### src/rtl/reset_seq_pkg.sv
// rtl/reset_seq_pkg.sv - shared types and sizing helper for the reset sequencer
package reset_seq_pkg;

    typedef enum logic [1:0] {
        HOLD    = 2'd0,
        RELEASE = 2'd1,
        RUN     = 2'd2
    } state_t;

    typedef enum logic [1:0] {
        CAUSE_POR = 2'd0,
        CAUSE_EXT = 2'd1,
        CAUSE_SW  = 2'd2
    } cause_t;

    // One spare bit above the largest count so the terminal value never wraps.
    function automatic int cnt_width(input int a, input int b, input int c);
        int m;
        m = a;
        if (b > m) m = b;
        if (c > m) m = c;
        return $clog2(m) + 1;
    endfunction

endpackage

### src/rtl/reset_sequencer_if.sv
// rtl/reset_sequencer_if.sv - board/SoC side signals of the reset sequencer
interface reset_sequencer_if #(
    parameter int N_CH = 2
);
    logic            ext_rst_n;
    logic            sw_rst_req;
    logic [N_CH-1:0] rst_n_out;
    logic            ready;
    logic [1:0]      rst_cause;

    modport master (
        output ext_rst_n,
        output sw_rst_req,
        input  rst_n_out,
        input  ready,
        input  rst_cause
    );

    modport slave (
        input  ext_rst_n,
        input  sw_rst_req,
        output rst_n_out,
        output ready,
        output rst_cause
    );
endinterface

### src/rtl/debounce_sync.sv
// rtl/debounce_sync.sv - button synchroniser and debounce, level request while held
module debounce_sync #(
    parameter int DEBOUNCE = 1024
) (
    input  logic clk,
    input  logic rst,
    input  logic ext_rst_n,
    output logic req
);
    localparam int DW = $clog2(DEBOUNCE + 1);
    localparam logic [DW-1:0] D_MAX = DW'(DEBOUNCE);

    // Stored as "pressed" so an all-zero power-up state means button released.
    logic [1:0]    pressed_sync;
    logic [DW-1:0] low_cnt;

    always_ff @(posedge clk) begin
        if (rst) begin
            pressed_sync <= 2'b00;
            low_cnt      <= '0;
        end else begin
            pressed_sync <= {pressed_sync[0], ~ext_rst_n};
            if (!pressed_sync[1]) begin
                low_cnt <= '0;
            end else if (low_cnt != D_MAX) begin
                low_cnt <= low_cnt + 1'b1;
            end
        end
    end

    assign req = pressed_sync[1] && (low_cnt == D_MAX);

endmodule

### src/rtl/reset_sequencer.sv
// rtl/reset_sequencer.sv - power-on hold plus staggered multi-channel reset release
module reset_sequencer
    import reset_seq_pkg::*;
#(
    parameter int N_CH       = 2,
    parameter int POR_CYCLES = 255,
    parameter int STAGGER    = 16,
    parameter int DEBOUNCE   = 1024
) (
    input logic             clk,
    input logic             rst,
    reset_sequencer_if.slave bus
);
    localparam int CNT_W = cnt_width(POR_CYCLES, (N_CH - 1) * STAGGER + 1, DEBOUNCE);
    localparam logic [CNT_W-1:0] CNT_MAX  = '1;
    localparam logic [CNT_W-1:0] POR_LAST = CNT_W'(POR_CYCLES - 1);
    localparam logic [CNT_W-1:0] LAST_REL = CNT_W'((N_CH - 1) * STAGGER);

    // Every register's all-zero value is its reset value, so power-up is safe with rst tied low.
    state_t          state, state_next;
    logic [CNT_W-1:0] cnt, cnt_next;
    logic [N_CH-1:0] rst_n_q, rst_n_next;
    logic            ready_q, ready_next;
    cause_t          cause_q, cause_next;
    logic            btn_req;

    debounce_sync #(.DEBOUNCE(DEBOUNCE)) u_debounce (
        .clk       (clk),
        .rst       (rst),
        .ext_rst_n (bus.ext_rst_n),
        .req       (btn_req)
    );

    always_ff @(posedge clk) begin
        if (rst) begin
            state   <= HOLD;
            cnt     <= '0;
            rst_n_q <= '0;
            ready_q <= 1'b0;
            cause_q <= CAUSE_POR;
        end else begin
            state   <= state_next;
            cnt     <= cnt_next;
            rst_n_q <= rst_n_next;
            ready_q <= ready_next;
            cause_q <= cause_next;
        end
    end

    always_comb begin
        state_next = state;
        cnt_next   = cnt;
        rst_n_next = rst_n_q;
        ready_next = ready_q;
        cause_next = cause_q;
        if (btn_req || bus.sw_rst_req) begin
            state_next = HOLD;
            cnt_next   = '0;
            rst_n_next = '0;
            ready_next = 1'b0;
            if (btn_req) cause_next = CAUSE_EXT;
            else         cause_next = CAUSE_SW;
        end else begin
            unique case (state)
                HOLD: begin
                    if (cnt == POR_LAST) begin
                        rst_n_next[0] = 1'b1;
                        if (N_CH == 1) begin
                            state_next = RUN;
                            ready_next = 1'b1;
                        end else begin
                            state_next = RELEASE;
                            // Count 1 on the edge after channel 0, so channel k matches at k*STAGGER.
                            cnt_next   = CNT_W'(1);
                        end
                    end else if (cnt != CNT_MAX) begin
                        cnt_next = cnt + 1'b1;
                    end
                end
                RELEASE: begin
                    for (int k = 1; k < N_CH; k++) begin
                        if (cnt == CNT_W'(k * STAGGER)) rst_n_next[k] = 1'b1;
                    end
                    if (cnt == LAST_REL) begin
                        state_next = RUN;
                        ready_next = 1'b1;
                    end else if (cnt != CNT_MAX) begin
                        cnt_next = cnt + 1'b1;
                    end
                end
                RUN: begin
                end
                default: state_next = HOLD;
            endcase
        end
    end

    assign bus.rst_n_out = rst_n_q;
    assign bus.ready     = ready_q;
    assign bus.rst_cause = cause_q;

endmodule

### src/flat_wrapper.sv
// flat-port wrapper written by rule: the top's interface ports become plain ports
module reset_sequencer_flat import reset_seq_pkg::*;
#(
    parameter int N_CH       = 2,
    parameter int POR_CYCLES = 255,
    parameter int STAGGER    = 16,
    parameter int DEBOUNCE   = 1024
)
  (clk, rst, bus_ext_rst_n, bus_sw_rst_req, bus_rst_n_out, bus_ready, bus_rst_cause);
  reset_sequencer_if #(.N_CH(N_CH)) bus_i ();
  input logic clk;
  input logic rst;
  input wire logic [$bits(bus_i.ext_rst_n)-1:0] bus_ext_rst_n;
  input wire logic [$bits(bus_i.sw_rst_req)-1:0] bus_sw_rst_req;
  output wire logic [$bits(bus_i.rst_n_out)-1:0] bus_rst_n_out;
  output wire logic [$bits(bus_i.ready)-1:0] bus_ready;
  output wire logic [$bits(bus_i.rst_cause)-1:0] bus_rst_cause;
  assign bus_i.ext_rst_n = bus_ext_rst_n;
  assign bus_i.sw_rst_req = bus_sw_rst_req;
  assign bus_rst_n_out = bus_i.rst_n_out;
  assign bus_ready = bus_i.ready;
  assign bus_rst_cause = bus_i.rst_cause;
  reset_sequencer #(.N_CH(N_CH), .POR_CYCLES(POR_CYCLES), .STAGGER(STAGGER), .DEBOUNCE(DEBOUNCE)) u_core (.clk(clk), .rst(rst), .bus(bus_i));
endmodule
### config.mk
export PLATFORM = sky130hd
export DESIGN_NAME = reset_sequencer_flat
export DESIGN_NICKNAME = d
export VERILOG_FILES = /design/src/rtl/reset_seq_pkg.sv /design/src/rtl/reset_sequencer_if.sv /design/src/rtl/debounce_sync.sv /design/src/rtl/reset_sequencer.sv /design/src/flat_wrapper.sv
export SDC_FILE = /design/constraint.sdc
export NUM_CORES = 1
export LEC_CHECK = 0
export ABC_CLOCK_PERIOD_IN_PS = 2270
export CAP_MARGIN = 10
export CORE_MARGIN = 1
export CORE_UTILIZATION = 49
export DETAILED_ROUTE_END_ITERATION = 16
export PLACE_DENSITY = 0.71
export REMOVE_ABC_BUFFERS = 1
export SETUP_SLACK_MARGIN = 0.4
export SLEW_MARGIN = 40
export SYNTH_ARGS = -nofsm -noshare
export SYNTH_HDL_FRONTEND = slang
export SYNTH_SLANG_ARGS = --single-unit
export TNS_END_PERCENT = 30
### constraint.sdc
create_clock -name clk -period 2.27 [get_ports clk]
set_clock_uncertainty 0.1 [all_clocks]
set_input_delay 0.454 -clock clk [delete_from_list [all_inputs] [get_ports clk]]
set_output_delay 0.454 -clock clk [all_outputs]
set_load 0.05 [all_outputs]
==> impl_results.rst <==
.. list-table::
   :header-rows: 1

   * - Metric
     - Value
   * - Internal Power
     - a little under 800 uW
   * - Vias in the first global route
     - 1421
   * - Layout Cells excl Fill
     - 224
   * - Slew margin rel.
     - 0.6665
   * - Net switching power figure
     - 213.4 uW
   * - Outcome
     - finished, final reports clean
   * - Routability congestion estimate
     - between 0.9 and 1
   * - Data arrival time at the worst-slack endpoint
     - 2.14 ns
   * - Number of port buffers
     - 8
   * - Area of the die
     - between 3000 and 4000 sq um
   * - Hold endpoint
     - u_core.u_debounce.pressed_sync[1]
   * - # nets final
     - 201
   * - Critical register-to-register path startpoint
     - u_core.cnt[3]
   * - Number of max-slew violations in the final report
     - 0
   * - Buffer levels on the longest clock path
     - 2
   * - Flip-flop and latch count after synthesis
     - 30
   * - DR DRC count
     - 0
   * - Required time at the endpoint of the critical path
     - about 2.4 ns
   * - Post-Synthesis Mean Instance Area
     - slightly below 9 sq um
   * - Main synth FF type
     - sky130_fd_sc_hd__dfxtp_1
   * - Clock transition at the registers of the reported paths
     - 0.10 ns
   * - Final antenna diode count
     - 0
   * - Lkg Pwr
     - 0.0006552 uW
   * - Worst supply voltage drop on vdd
     - 0.4307 mV
   * - Effective utilization at floorplan
     - 0.5325
   * - Start point of the worst hold path
     - u_core.u_debounce.pressed_sync[0]
   * - Worst Setup Slack, final
     - between 0.2 and 0.3 ns
   * - Number of buffers created by CTS
     - 5
   * - Worst Max-Slew Pin Slew
     - roughly 0.5 ns
   * - Crit path time final
     - 1.996 ns
   * - Startpoint types
     - flip-flop
   * - Leftover overflow at the end of global routing
     - 0
   * - Seq pwr share
     - 0.537
   * - Cell area after technology mapping
     - 1519 sq um
   * - Via count
     - ~1400
   * - Core region area
     - between 2000 and 3000 sq um
   * - Final setup fails
     - 0
   * - Type of destination of the critical path
     - flip-flop
   * - Pre-Repair DR Iteration Count
     - 4
   * - Total Neg Setup Slack
     - 0 ns
   * - Detailed-route wire length per cell
     - roughly 16 microns
   * - Synthesis warning total
     - 0
   * - Initial detailed-routing violation count
     - 39
   * - Peak fanout along the critical path
     - 8
   * - Pre-CTS setup slack
     - 0.1724 ns
   * - Minimum hold slack
     - 0.3466 ns
   * - Most frequent standard cell in the layout excluding fill and tap cells
     - sky130_fd_sc_hd__dfxtp_1
   * - Number of cells in the design after placement
     - around 210
   * - Switching share of total power
     - 0.2145
   * - Wire length of the first global-routing pass
     - just over 6000 microns
   * - Distinct cell type count of the synthesized netlist
     - 45
   * - Hold Vio Cnt, Final
     - 0
   * - Source-to-sink clock delay at the later pin of the worst-skew pair
     - between 0.3 and 0.4 ns
   * - CTS root buf
     - sky130_fd_sc_hd__clkbuf_4
   * - Count of hold-fix buffers inserted at cts
     - 0
   * - End of the worst register-to-register path
     - u_core.cnt[6]
   * - Post-Route WL
     - 3514 microns
   * - Number of top-level pins
     - 9
   * - Worst setup path class
     - reg2reg
   * - Area growth from synthesis to layout
     - 18.62%
   * - RSZ-0062 raised after global routing
     - yes
   * - Combinational fraction of design power
     - 0.039
   * - Horizontal die dimension
     - 57.68 microns
   * - Detail Placement HPWL
     - 2353 microns
   * - Post-route total power
     - roughly 990 uW
   * - TritonCTS clock tree
     - built
   * - Maximum number of pins on one net before global-route repair
     - 12
   * - Routed Antenna Nets
     - 0
   * - Ys async rst share
     - 0
   * - Share of the yosys chip area belonging to registers
     - 0.3954
   * - Period Utilization, post-route
     - 0.8793
   * - Slack of the worst reg-to-reg path
     - about 0.27 ns
   * - Most frequent cells in the layout
     - sky130_fd_sc_hd__dfxtp_1 (26), sky130_fd_sc_hd__nor2_1 (16), sky130_fd_sc_hd__a21oi_1 (10), sky130_fd_sc_hd__nand3_1 (9), sky130_fd_sc_hd__buf_4 (9)
   * - Post-synthesis cell count
     - 173
   * - EDFF count, synth
     - 0
   * - Fmax
     - about 500 MHz
   * - Worst reg2reg path depth
     - 4
   * - Power density normalized to cell area
     - 552.2 nW/um^2
   * - H-tree depth reported by CTS
     - 2
   * - Initial antenna violation count
     - 0
   * - Type of the worst min-delay path
     - reg2reg
   * - Count of cells along the worst hold path
     - 1
   * - Via-per-instance ratio
     - 6.103
   * - Global Route Usage Sum
     - 0.2410
   * - Share of total power in the clock network
     - 0.424
   * - Layout cells sized above 1
     - 0.1554
   * - Vertical die dimension
     - 57.68 microns
   * - Sinks on Clock Net
     - 30
   * - Max-Cap Viols
     - 0
   * - Core Rows
     - 19
-- cell usage after synthesis, types with 2 or more instances --
| master | count | area (sq um) |
|---|---|---|
| sky130_fd_sc_hd__nor4b_1 | 2 | 17.52 |
| sky130_fd_sc_hd__nor3_1 | 7 | 35.03 |
| sky130_fd_sc_hd__a21oi_1 | 10 | 50.05 |
| sky130_fd_sc_hd__o21ai_0 | 4 | 20.02 |
| sky130_fd_sc_hd__o21ba_2 | 2 | 20.02 |
| sky130_fd_sc_hd__o31ai_1 | 4 | 30.03 |
| sky130_fd_sc_hd__mux2i_1 | 2 | 20.02 |
| sky130_fd_sc_hd__ha_1 | 5 | 62.56 |
| sky130_fd_sc_hd__nor2b_1 | 5 | 31.28 |
| sky130_fd_sc_hd__or3_1 | 5 | 31.28 |
| sky130_fd_sc_hd__and4_1 | 2 | 17.52 |
| sky130_fd_sc_hd__a211oi_1 | 3 | 22.52 |
| sky130_fd_sc_hd__nand2b_1 | 3 | 18.77 |
| sky130_fd_sc_hd__a31oi_1 | 4 | 25.02 |
| sky130_fd_sc_hd__nand4_1 | 6 | 37.54 |
| sky130_fd_sc_hd__nand3_1 | 9 | 45.04 |
| sky130_fd_sc_hd__nor2_1 | 16 | 60.06 |
| sky130_fd_sc_hd__xor2_1 | 5 | 43.79 |
| sky130_fd_sc_hd__dfxtp_1 | 30 | 600.6 |
| sky130_fd_sc_hd__nand2_1 | 7 | 26.28 |
| sky130_fd_sc_hd__and3_1 | 3 | 18.77 |
| sky130_fd_sc_hd__or4_1 | 3 | 22.52 |
| sky130_fd_sc_hd__clkbuf_1 | 3 | 11.26 |
| sky130_fd_sc_hd__xnor2_1 | 3 | 26.28 |
| sky130_fd_sc_hd__or2_2 | 3 | 18.77 |
| sky130_fd_sc_hd__inv_1 | 8 | 30.03 |
-- final cells by class --
class	instances	area [sq um]
well taps	31	38.79
inverters	8	30.03
fillers	231	1051
clock inverters	1	30.03
multi-input cells	130	890.9
repair buffers	17	156.4
flip-flops and latches	30	610.6
clock buffers	7	45.04
-- worst max-delay path, stage by stage, from the launching register on --
cell	delay, ns
sky130_fd_sc_hd__dfxtp_1	0.38
sky130_fd_sc_hd__or4b_1	0.66
sky130_fd_sc_hd__o311ai_4	0.41
sky130_fd_sc_hd__nor2_1	0.09
sky130_fd_sc_hd__a311oi_1	0.27
-- metal layers --
layer	part of all wire	GRT usage	routed length, microns
met1	0.44	0.2908	1562
met2	0.46	0.3970	1624
met3	0.065	0.07813	230
met4	0.027	0.1020	96
met5	0	0	0
-- stage by stage --
step | utilization | cell area [sq um]
floorplan | - | 1495
global placement | 0.5789 | 1652
detailed placement | 0.5789 | 1652
CTS | 0.6281 | 1792
global route | 0.6316 | 1802
finish | 0.6316 | 1802
-- registers in the layout, indices dropped and copies added, names as in the netlist --
register	cells
u_core.bus.rst_cause	2
u_core.bus.ready	1
u_core.u_debounce.pressed_sync	2
u_core.u_debounce.low_cnt	11
u_core.cnt	11
u_core.state	2
u_core.bus.rst_n_out	1
-- logic make-up (layout without fill, tap and decap cells) --
kind of cell	count (synthesis)	after routing	share of synthesized area
mux	2	2	0.01318
fa+ha+maj	5	5	0.04119
buf+inv	13	33	0.03542
xor+xnor	8	8	0.04613
simple gates	78	78	0.2933
flops	30	30	0.3954
compound gates	37	37	0.1755
-- power groups by stage --
stage / registers (uW) / clock network [uW] / logic, uW
6_report: 534 / 422 / 39.2
5_1_grt: 535 / 452 / 43.0
4_1_cts: 534 / 429 / 39.1
3_5_place_dp: 548 / 0 / 37.7
3_3_place_gp: 548 / 0 / 36.9
2_1_floorplan: 551 / 0 / 17.1
-- worst max-delay path by stage --
stage               slack (ns)               end             start
floorplan                 0.35     u_core.cnt[0]    u_core.cnt[10]
finish                    0.27     u_core.cnt[6]     u_core.cnt[3]
detailed placement        0.17     u_core.cnt[6]    bus_sw_rst_req
global placement          0.24     u_core.cnt[6]    bus_sw_rst_req
global route              0.21     u_core.cnt[6]     u_core.cnt[3]
CTS                       0.19  bus_rst_n_out[1]  u_core.bus.ready
-- what timing repair did --
| action | in CTS | in global routing |
|---|---|---|
| setup endpoints to repair | 18 | 14 |
| resized for setup | 11 | 4 |
| setup buffers | 4 | 0 |
| pin swaps | 3 | 0 |
| gates cloned | 0 | 0 |
(Power assumes the default switching activity.)
